**config.mk**
```make
export PLATFORM = sky130hd
export DESIGN_NAME = regfile_write_arbiter_flat
export DESIGN_NICKNAME = d
export VERILOG_FILES = /design/src/rtl/regfile_pkg.sv /design/src/rtl/regfile_write_arbiter_if.sv /design/src/rtl/wb_fifo.sv /design/src/rtl/regfile_write_arbiter.sv /design/src/flat_wrapper.sv
export SDC_FILE = /design/constraint.sdc
export NUM_CORES = 1
export LEC_CHECK = 0
export BUFFER_PORTS_ARGS = -buffer_cell sky130_fd_sc_hd__buf_2
export CORE_MARGIN = 2
export CORE_UTILIZATION = 50
export CTS_BUF_LIST = sky130_fd_sc_hd__clkbuf_4 sky130_fd_sc_hd__clkbuf_8 sky130_fd_sc_hd__clkbuf_16
export CTS_CLUSTER_SIZE = 24
export DETAILED_ROUTE_END_ITERATION = 12
export PLACE_DENSITY = 0.73
export SLEW_MARGIN = 0
export SYNTH_ARGS = -nofsm -noshare
export SYNTH_HDL_FRONTEND = slang
export SYNTH_SLANG_ARGS = --single-unit
```
**constraint.sdc**
```tcl
create_clock -name Clk -period 3.23 [get_ports Clk]
set_input_delay 0.4845 -clock Clk [delete_from_list [all_inputs] [get_ports Clk]]
set_output_delay 0.4845 -clock Clk [all_outputs]
set_load 0.005 [all_outputs]
```
**src/rtl/regfile_pkg.sv**
```systemverilog
// Shared types and constants for the register-file write-port arbiter.
package regfile_pkg;

    localparam int unsigned DATA_W_DEF = 32;
    localparam int unsigned ADDR_W_DEF = 5;
    localparam int unsigned REG_ZERO   = 0;

    typedef enum logic {
        SRC_A = 1'b0,
        SRC_B = 1'b1
    } src_e;

endpackage

```
**src/rtl/regfile_write_arbiter_if.sv**
```systemverilog
// Request handshakes from both writeback sources plus the register-file write port.
interface regfile_write_arbiter_if #(
    parameter int unsigned DATA_W = 32,
    parameter int unsigned ADDR_W = 5
);
    logic              A_Valid;
    logic              A_Ready;
    logic [ADDR_W-1:0] A_Addr;
    logic [DATA_W-1:0] A_Data;
    logic              B_Valid;
    logic              B_Ready;
    logic [ADDR_W-1:0] B_Addr;
    logic [DATA_W-1:0] B_Data;
    logic              RegWrite;
    logic [ADDR_W-1:0] WriteRegister;
    logic [DATA_W-1:0] WriteData;
    logic              GrantB;
    logic              Idle;

    modport master (
        output A_Valid, A_Addr, A_Data, B_Valid, B_Addr, B_Data,
        input  A_Ready, B_Ready, RegWrite, WriteRegister, WriteData, GrantB, Idle
    );

    modport slave (
        input  A_Valid, A_Addr, A_Data, B_Valid, B_Addr, B_Data,
        output A_Ready, B_Ready, RegWrite, WriteRegister, WriteData, GrantB, Idle
    );
endinterface

```
**src/rtl/wb_fifo.sv**
```systemverilog
// Small synchronous FIFO holding queued writebacks for one source.
module wb_fifo #(
    parameter int unsigned DEPTH = 2,
    parameter int unsigned WIDTH = 37
) (
    input  logic             Clk,
    input  logic             Rst,
    input  logic             push,
    input  logic             pop,
    input  logic [WIDTH-1:0] din,
    output logic [WIDTH-1:0] dout,
    output logic             empty,
    output logic             full
);
    localparam int unsigned PTR_W = $clog2(DEPTH);
    localparam int unsigned CNT_W = PTR_W + 1;

    logic [WIDTH-1:0] mem_q [DEPTH];
    logic [PTR_W-1:0] wr_ptr_q, wr_ptr_d;
    logic [PTR_W-1:0] rd_ptr_q, rd_ptr_d;
    logic [CNT_W-1:0] count_q, count_d;
    logic             do_push, do_pop;

    assign empty   = (count_q == '0);
    assign full    = (count_q == CNT_W'(DEPTH));
    assign do_push = push & ~full;
    assign do_pop  = pop & ~empty;
    assign dout    = mem_q[rd_ptr_q];

    always_comb begin
        wr_ptr_d = wr_ptr_q;
        rd_ptr_d = rd_ptr_q;
        count_d  = count_q;
        // DEPTH is a power of two, so pointer overflow is the wrap
        if (do_push) wr_ptr_d = wr_ptr_q + PTR_W'(1);
        if (do_pop)  rd_ptr_d = rd_ptr_q + PTR_W'(1);
        case ({do_push, do_pop})
            2'b10:   count_d = count_q + CNT_W'(1);
            2'b01:   count_d = count_q - CNT_W'(1);
            default: count_d = count_q;
        endcase
    end

    always_ff @(posedge Clk) begin
        if (Rst) begin
            wr_ptr_q <= '0;
            rd_ptr_q <= '0;
            count_q  <= '0;
        end else begin
            wr_ptr_q <= wr_ptr_d;
            rd_ptr_q <= rd_ptr_d;
            count_q  <= count_d;
        end
    end

    always_ff @(posedge Clk) begin
        if (do_push) mem_q[wr_ptr_q] <= din;
    end

endmodule

```
**src/rtl/regfile_write_arbiter.sv**
```systemverilog
// Round-robin sharing of the register file write port between ALU (A) and load (B) writeback.
module regfile_write_arbiter
    import regfile_pkg::*;
#(
    parameter int unsigned DATA_W = DATA_W_DEF,
    parameter int unsigned ADDR_W = ADDR_W_DEF,
    parameter int unsigned DEPTH  = 2
) (
    input  logic                    Clk,
    input  logic                    Rst,
    regfile_write_arbiter_if.slave  bus
);
    localparam int unsigned ENTRY_W = ADDR_W + DATA_W;

    logic               a_push, a_pop, a_empty, a_full;
    logic               b_push, b_pop, b_empty, b_full;
    logic [ENTRY_W-1:0] a_dout, b_dout, head;

    logic               pop_any, tie;
    src_e               sel;
    src_e               last_grant_q, last_grant_d;
    src_e               grant_q, grant_d;
    logic               reg_write_q, reg_write_d;
    logic [ADDR_W-1:0]  waddr_q, waddr_d;
    logic [DATA_W-1:0]  wdata_q, wdata_d;

    // R0 writes complete the handshake but are never queued
    assign a_push = bus.A_Valid & ~a_full & (bus.A_Addr != ADDR_W'(REG_ZERO));
    assign b_push = bus.B_Valid & ~b_full & (bus.B_Addr != ADDR_W'(REG_ZERO));

    wb_fifo #(.DEPTH(DEPTH), .WIDTH(ENTRY_W)) u_fifo_a (
        .Clk   (Clk),
        .Rst   (Rst),
        .push  (a_push),
        .pop   (a_pop),
        .din   ({bus.A_Addr, bus.A_Data}),
        .dout  (a_dout),
        .empty (a_empty),
        .full  (a_full)
    );

    wb_fifo #(.DEPTH(DEPTH), .WIDTH(ENTRY_W)) u_fifo_b (
        .Clk   (Clk),
        .Rst   (Rst),
        .push  (b_push),
        .pop   (b_pop),
        .din   ({bus.B_Addr, bus.B_Data}),
        .dout  (b_dout),
        .empty (b_empty),
        .full  (b_full)
    );

    always_comb begin
        pop_any      = ~a_empty | ~b_empty;
        tie          = ~a_empty & ~b_empty;
        sel          = SRC_A;
        last_grant_d = last_grant_q;
        // last_grant only moves when both sources actually contended
        if (tie) begin
            sel          = (last_grant_q == SRC_A) ? SRC_B : SRC_A;
            last_grant_d = sel;
        end else if (~b_empty) begin
            sel = SRC_B;
        end
        a_pop = pop_any & (sel == SRC_A);
        b_pop = pop_any & (sel == SRC_B);
        head  = (sel == SRC_B) ? b_dout : a_dout;

        reg_write_d = pop_any;
        waddr_d     = waddr_q;
        wdata_d     = wdata_q;
        grant_d     = grant_q;
        if (pop_any) begin
            waddr_d = head[ENTRY_W-1 -: ADDR_W];
            wdata_d = head[DATA_W-1:0];
            grant_d = sel;
        end
    end

    always_ff @(posedge Clk) begin
        if (Rst) begin
            reg_write_q  <= 1'b0;
            waddr_q      <= '0;
            wdata_q      <= '0;
            grant_q      <= SRC_A;
            last_grant_q <= SRC_B;
        end else begin
            reg_write_q  <= reg_write_d;
            waddr_q      <= waddr_d;
            wdata_q      <= wdata_d;
            grant_q      <= grant_d;
            last_grant_q <= last_grant_d;
        end
    end

    assign bus.A_Ready       = ~a_full;
    assign bus.B_Ready       = ~b_full;
    assign bus.RegWrite      = reg_write_q;
    assign bus.WriteRegister = waddr_q;
    assign bus.WriteData     = wdata_q;
    assign bus.GrantB        = (grant_q == SRC_B);
    assign bus.Idle          = a_empty & b_empty & ~reg_write_q;

endmodule

```
**src/flat_wrapper.sv**
```systemverilog
// flat-port wrapper written by rule: the top's interface ports become plain ports
module regfile_write_arbiter_flat import regfile_pkg::*;
#(
    parameter int unsigned DATA_W = DATA_W_DEF,
    parameter int unsigned ADDR_W = ADDR_W_DEF,
    parameter int unsigned DEPTH  = 2
)
  (Clk, Rst, bus_A_Valid, bus_A_Addr, bus_A_Data, bus_B_Valid, bus_B_Addr, bus_B_Data, bus_A_Ready, bus_B_Ready, bus_RegWrite, bus_WriteRegister, bus_WriteData, bus_GrantB, bus_Idle);
  regfile_write_arbiter_if #(.DATA_W(DATA_W), .ADDR_W(ADDR_W)) bus_i ();
  input  logic Clk;
  input  logic Rst;
  input wire logic [$bits(bus_i.A_Valid)-1:0] bus_A_Valid;
  input wire logic [$bits(bus_i.A_Addr)-1:0] bus_A_Addr;
  input wire logic [$bits(bus_i.A_Data)-1:0] bus_A_Data;
  input wire logic [$bits(bus_i.B_Valid)-1:0] bus_B_Valid;
  input wire logic [$bits(bus_i.B_Addr)-1:0] bus_B_Addr;
  input wire logic [$bits(bus_i.B_Data)-1:0] bus_B_Data;
  output wire logic [$bits(bus_i.A_Ready)-1:0] bus_A_Ready;
  output wire logic [$bits(bus_i.B_Ready)-1:0] bus_B_Ready;
  output wire logic [$bits(bus_i.RegWrite)-1:0] bus_RegWrite;
  output wire logic [$bits(bus_i.WriteRegister)-1:0] bus_WriteRegister;
  output wire logic [$bits(bus_i.WriteData)-1:0] bus_WriteData;
  output wire logic [$bits(bus_i.GrantB)-1:0] bus_GrantB;
  output wire logic [$bits(bus_i.Idle)-1:0] bus_Idle;
  assign bus_i.A_Valid = bus_A_Valid;
  assign bus_i.A_Addr = bus_A_Addr;
  assign bus_i.A_Data = bus_A_Data;
  assign bus_i.B_Valid = bus_B_Valid;
  assign bus_i.B_Addr = bus_B_Addr;
  assign bus_i.B_Data = bus_B_Data;
  assign bus_A_Ready = bus_i.A_Ready;
  assign bus_B_Ready = bus_i.B_Ready;
  assign bus_RegWrite = bus_i.RegWrite;
  assign bus_WriteRegister = bus_i.WriteRegister;
  assign bus_WriteData = bus_i.WriteData;
  assign bus_GrantB = bus_i.GrantB;
  assign bus_Idle = bus_i.Idle;
  regfile_write_arbiter #(.DATA_W(DATA_W), .ADDR_W(ADDR_W), .DEPTH(DEPTH)) u_core (.Clk(Clk), .Rst(Rst), .bus(bus_i));
endmodule
```
==> qor.csv <==
metric,value,unit
outcome,completed,
share of post-route cells with drive strength above 1,28.6,%
Reg2Reg Setup Slack,1080,ps
GPL Wtd Cong,0.724,
Hold Crit Depth,1,
die width,125,µm
Max clock buf depth,2,
crit path DAT,2190,ps
Cell Rows,44,
endpoints failing setup,0,
maximum vdd ir drop,787,µV
dpl ws,856,ps
Hold Crit Start,bus_B_Data[2],
antenna violations before repair,0,
1st-iter DRT viols,297,
"Setup Fix Bufs, Post-CTS",0,
FF-to-FF End,u_core.u_fifo_a.mem_q[0][15]$_DFFE_PP_,
Max Fclk,466,MHz
# port buffers,119,
first-pass GRT wire length,22800,µm
clock sinks,198,
Initial DRT Pass Iterations,5,
Ports,120,
half-perimeter wire length after placement,9290,µm
antenna-violating nets left,0,
Starting Density,50.7,%
max_slew headroom,18.7,%
DR vias,4266,
Min-Delay Endpoint,u_core.u_fifo_b.mem_q[1][2]$_DFFE_PP_,
cells after synthesis,459,
Yosys Warn Count,0,
Core ar.,0.0144,mm²
Worst Setup Start Kind,flop,
ant diodes,0,
worst-path maximum fanout,37,
Worst path max stage delay,960,ps
worst hold margin,241,ps
DR WL/cell,18.8,µm
pin count of the biggest net entering global routing,40,
CP Class,reg -> reg,
clk_lat worst skew,430,ps
critical path's slowest cell,nor2_4,
synth unique cells,26,
P&R area growth vs syn,18.9,%
Bufs and invs on worst path,0,
Die H,125,µm
GRT Util Overall,19.5,%
Leak,3.22,nW
Final Cycle Share,66.5,%
vias in the first global route,4355,
final hold violations,0,
CTS Hold Bufs,0,
Layout Nets,658,
Num CTS Buffers,17,
max-cap violations,0,
Syn Nets,539,
PwrDens,874,mW/mm²
synthesized cell area,0.00728,mm²
R2R cell count,3,
Tot Pwr,7.57,mW
CTS tree,yes,
Tmin final,2150,ps
CP required,3270,ps
"delay-heaviest family, CP",simple AND/OR/NAND/NOR gates,
mean post-synth cell area,15.9,µm²
Worst Tran Pin Value,1220,ps
GR Overflow Total,0,
clock-pin transition on the worst setup and hold timing paths,70,ps
Setup TNS Final,0,ps
Max Slew Vio Count,0,
CTS H-Tree Depth,4,
Critical Path Sink Type,flop,
DRC Markers,0,
CP Cell Sequence,nand2b_1 > o211ai_2 > nor2_4,
RSZ-0062 raised after global routing,no,
sequential area share after synthesis,74.8,%
synthesized flop and latch total,198,
min setup slack post-route,1080,ps
worst min path class,in -> reg,
Via density,5.50,
CTS root buf,clkbuf_16,
post-CTS resize count,0,
Die Area,0.0155,mm²
Detailed Route WL,14600,µm
clock skew,5.32,ps
Worst R2R Start,u_core.u_fifo_a.count_q[0]$_SDFFE_PP0P_,
==> layout make-up <==
cell class / count / area [µm²]
flip-flops and latches: 198 / 5450
inverters: 4 / 15.0
fillers: 1087 / 5720
clock buffers: 21 / 468
repair buffers: 124 / 633
clock inverters: 11 / 124
well taps: 184 / 230
multi-input cells: 233 / 1740
==> per-stage QoR <==
stage	cell area (µm²)	std cells	util, %
floorplan	7280	459	-
global placement	8060	743	56.1
detailed placement	8060	743	56.1
CTS	8650	775	60.2
global route	8650	775	60.2
finish	8650	775	60.2
==> registers in the layout, summed over array words and instances (netlist names), named ones only <==
| register | count |
|---|---|
| u_core.u_fifo_b.wr_ptr_q | 1 |
| u_core.u_fifo_a.mem_q | 74 |
| u_core.u_fifo_a.wr_ptr_q | 1 |
| u_core.bus.RegWrite | 1 |
| u_core.u_fifo_b.mem_q | 74 |
| u_core.bus.WriteRegister | 5 |
| u_core.u_fifo_a.rd_ptr_q | 1 |
| u_core.bus.GrantB | 1 |
| u_core.bus.WriteData | 32 |
| u_core.u_fifo_b.rd_ptr_q | 1 |
| u_core.u_fifo_a.count_q | 2 |
| u_core.u_fifo_b.count_q | 2 |
| u_core.last_grant_q | 1 |
==> synthesized netlist by cell type <==
library cell / n / share of area, %
xnor2_1: 5 / 0.60
dfxtp_1: 50 / 14
or3_1: 2 / 0.17
a21o_1: 1 / 0.10
buf_2: 18 / 1.2
nand2_1: 76 / 3.9
or4_1: 2 / 0.21
xor2_1: 3 / 0.36
or3b_2: 1 / 0.12
nor2_1: 14 / 0.72
a32o_1: 37 / 5.1
buf_4: 1 / 0.10
nor2_2: 2 / 0.17
edfxtp_1: 148 / 61
mux2i_1: 74 / 10
inv_2: 1 / 0.052
inv_1: 3 / 0.15
or2_1: 1 / 0.086
a21oi_1: 4 / 0.27
o21ai_0: 4 / 0.27
clkbuf_1: 3 / 0.15
nand2b_1: 2 / 0.17
ha_1: 2 / 0.34
buf_6: 2 / 0.31
o211ai_2: 2 / 0.34
nor3_1: 1 / 0.069
==> placed cells by master, fill, tap and decap left out, drive strengths merged <==
master	Yosys	final
a21o	1	1
a21oi	4	4
a32o	37	37
buf	21	124
bufinv	0	2
clkbuf	3	21
clkinv	0	5
clkinvlp	0	2
dfxtp	50	50
edfxtp	148	148
ha	2	2
inv	4	6
mux2i	74	74
nand2	76	76
nand2b	2	2
nor2	16	16
nor3	1	1
o211ai	2	2
o21ai	4	4
or2	1	1
or3	2	2
or3b	1	1
or4	2	2
xnor2	5	5
xor2	3	3
==> layer usage <==
metal,track usage [%],vias up,routed length (µm)
met3,5.46,24,1010
met1,24.5,2104,6070
met4,7.53,0,297
li1,-,1977,-
met5,0,-,0
met2,32.2,161,7190
==> worst max-delay path by stage <==
stage	slack, ps	depth (start not counted)	to	start
4_1_cts	1050	3	u_core.u_fifo_a.mem_q[0][6]$_DFFE_PP_	u_core.u_fifo_a.count_q[0]$_SDFFE_PP0P_
5_1_grt	910	4	u_core.bus.WriteData[25]$_SDFFE_PP0N_	u_core.u_fifo_a.count_q[0]$_SDFFE_PP0P_
3_3_place_gp	840	6	u_core.u_fifo_b.count_q[1]$_SDFFE_PP0P_	bus_B_Addr[0]
2_1_floorplan	510	3	u_core.u_fifo_a.mem_q[0][0]$_DFFE_PP_	bus_A_Addr[3]
3_5_place_dp	860	6	u_core.u_fifo_a.count_q[1]$_SDFFE_PP0P_	bus_A_Addr[0]
6_report	1080	3	u_core.u_fifo_a.mem_q[0][15]$_DFFE_PP_	u_core.u_fifo_a.count_q[0]$_SDFFE_PP0P_
==> logic make-up after synthesis <==
group	after synthesis	synth area share, %
adder cells (fa/ha/maj)	2	0.344
multiplexers	74	10.2
AO/OA/AOI/OAI	48	6.08
flip-flops	198	74.8
buffers and inverters	28	2.01
AND/OR/NAND/NOR	101	5.64
XOR/XNOR	8	0.962
==> power breakdown <==
part           total (mW)  internal (mW)  switching [mW]
clock network        2.08           1.20           0.882
registers            3.55           3.28           0.271
logic                1.93          0.799            1.13
total                7.57           5.28            2.29
Note: power is estimated with default switching activity, not from simulation.
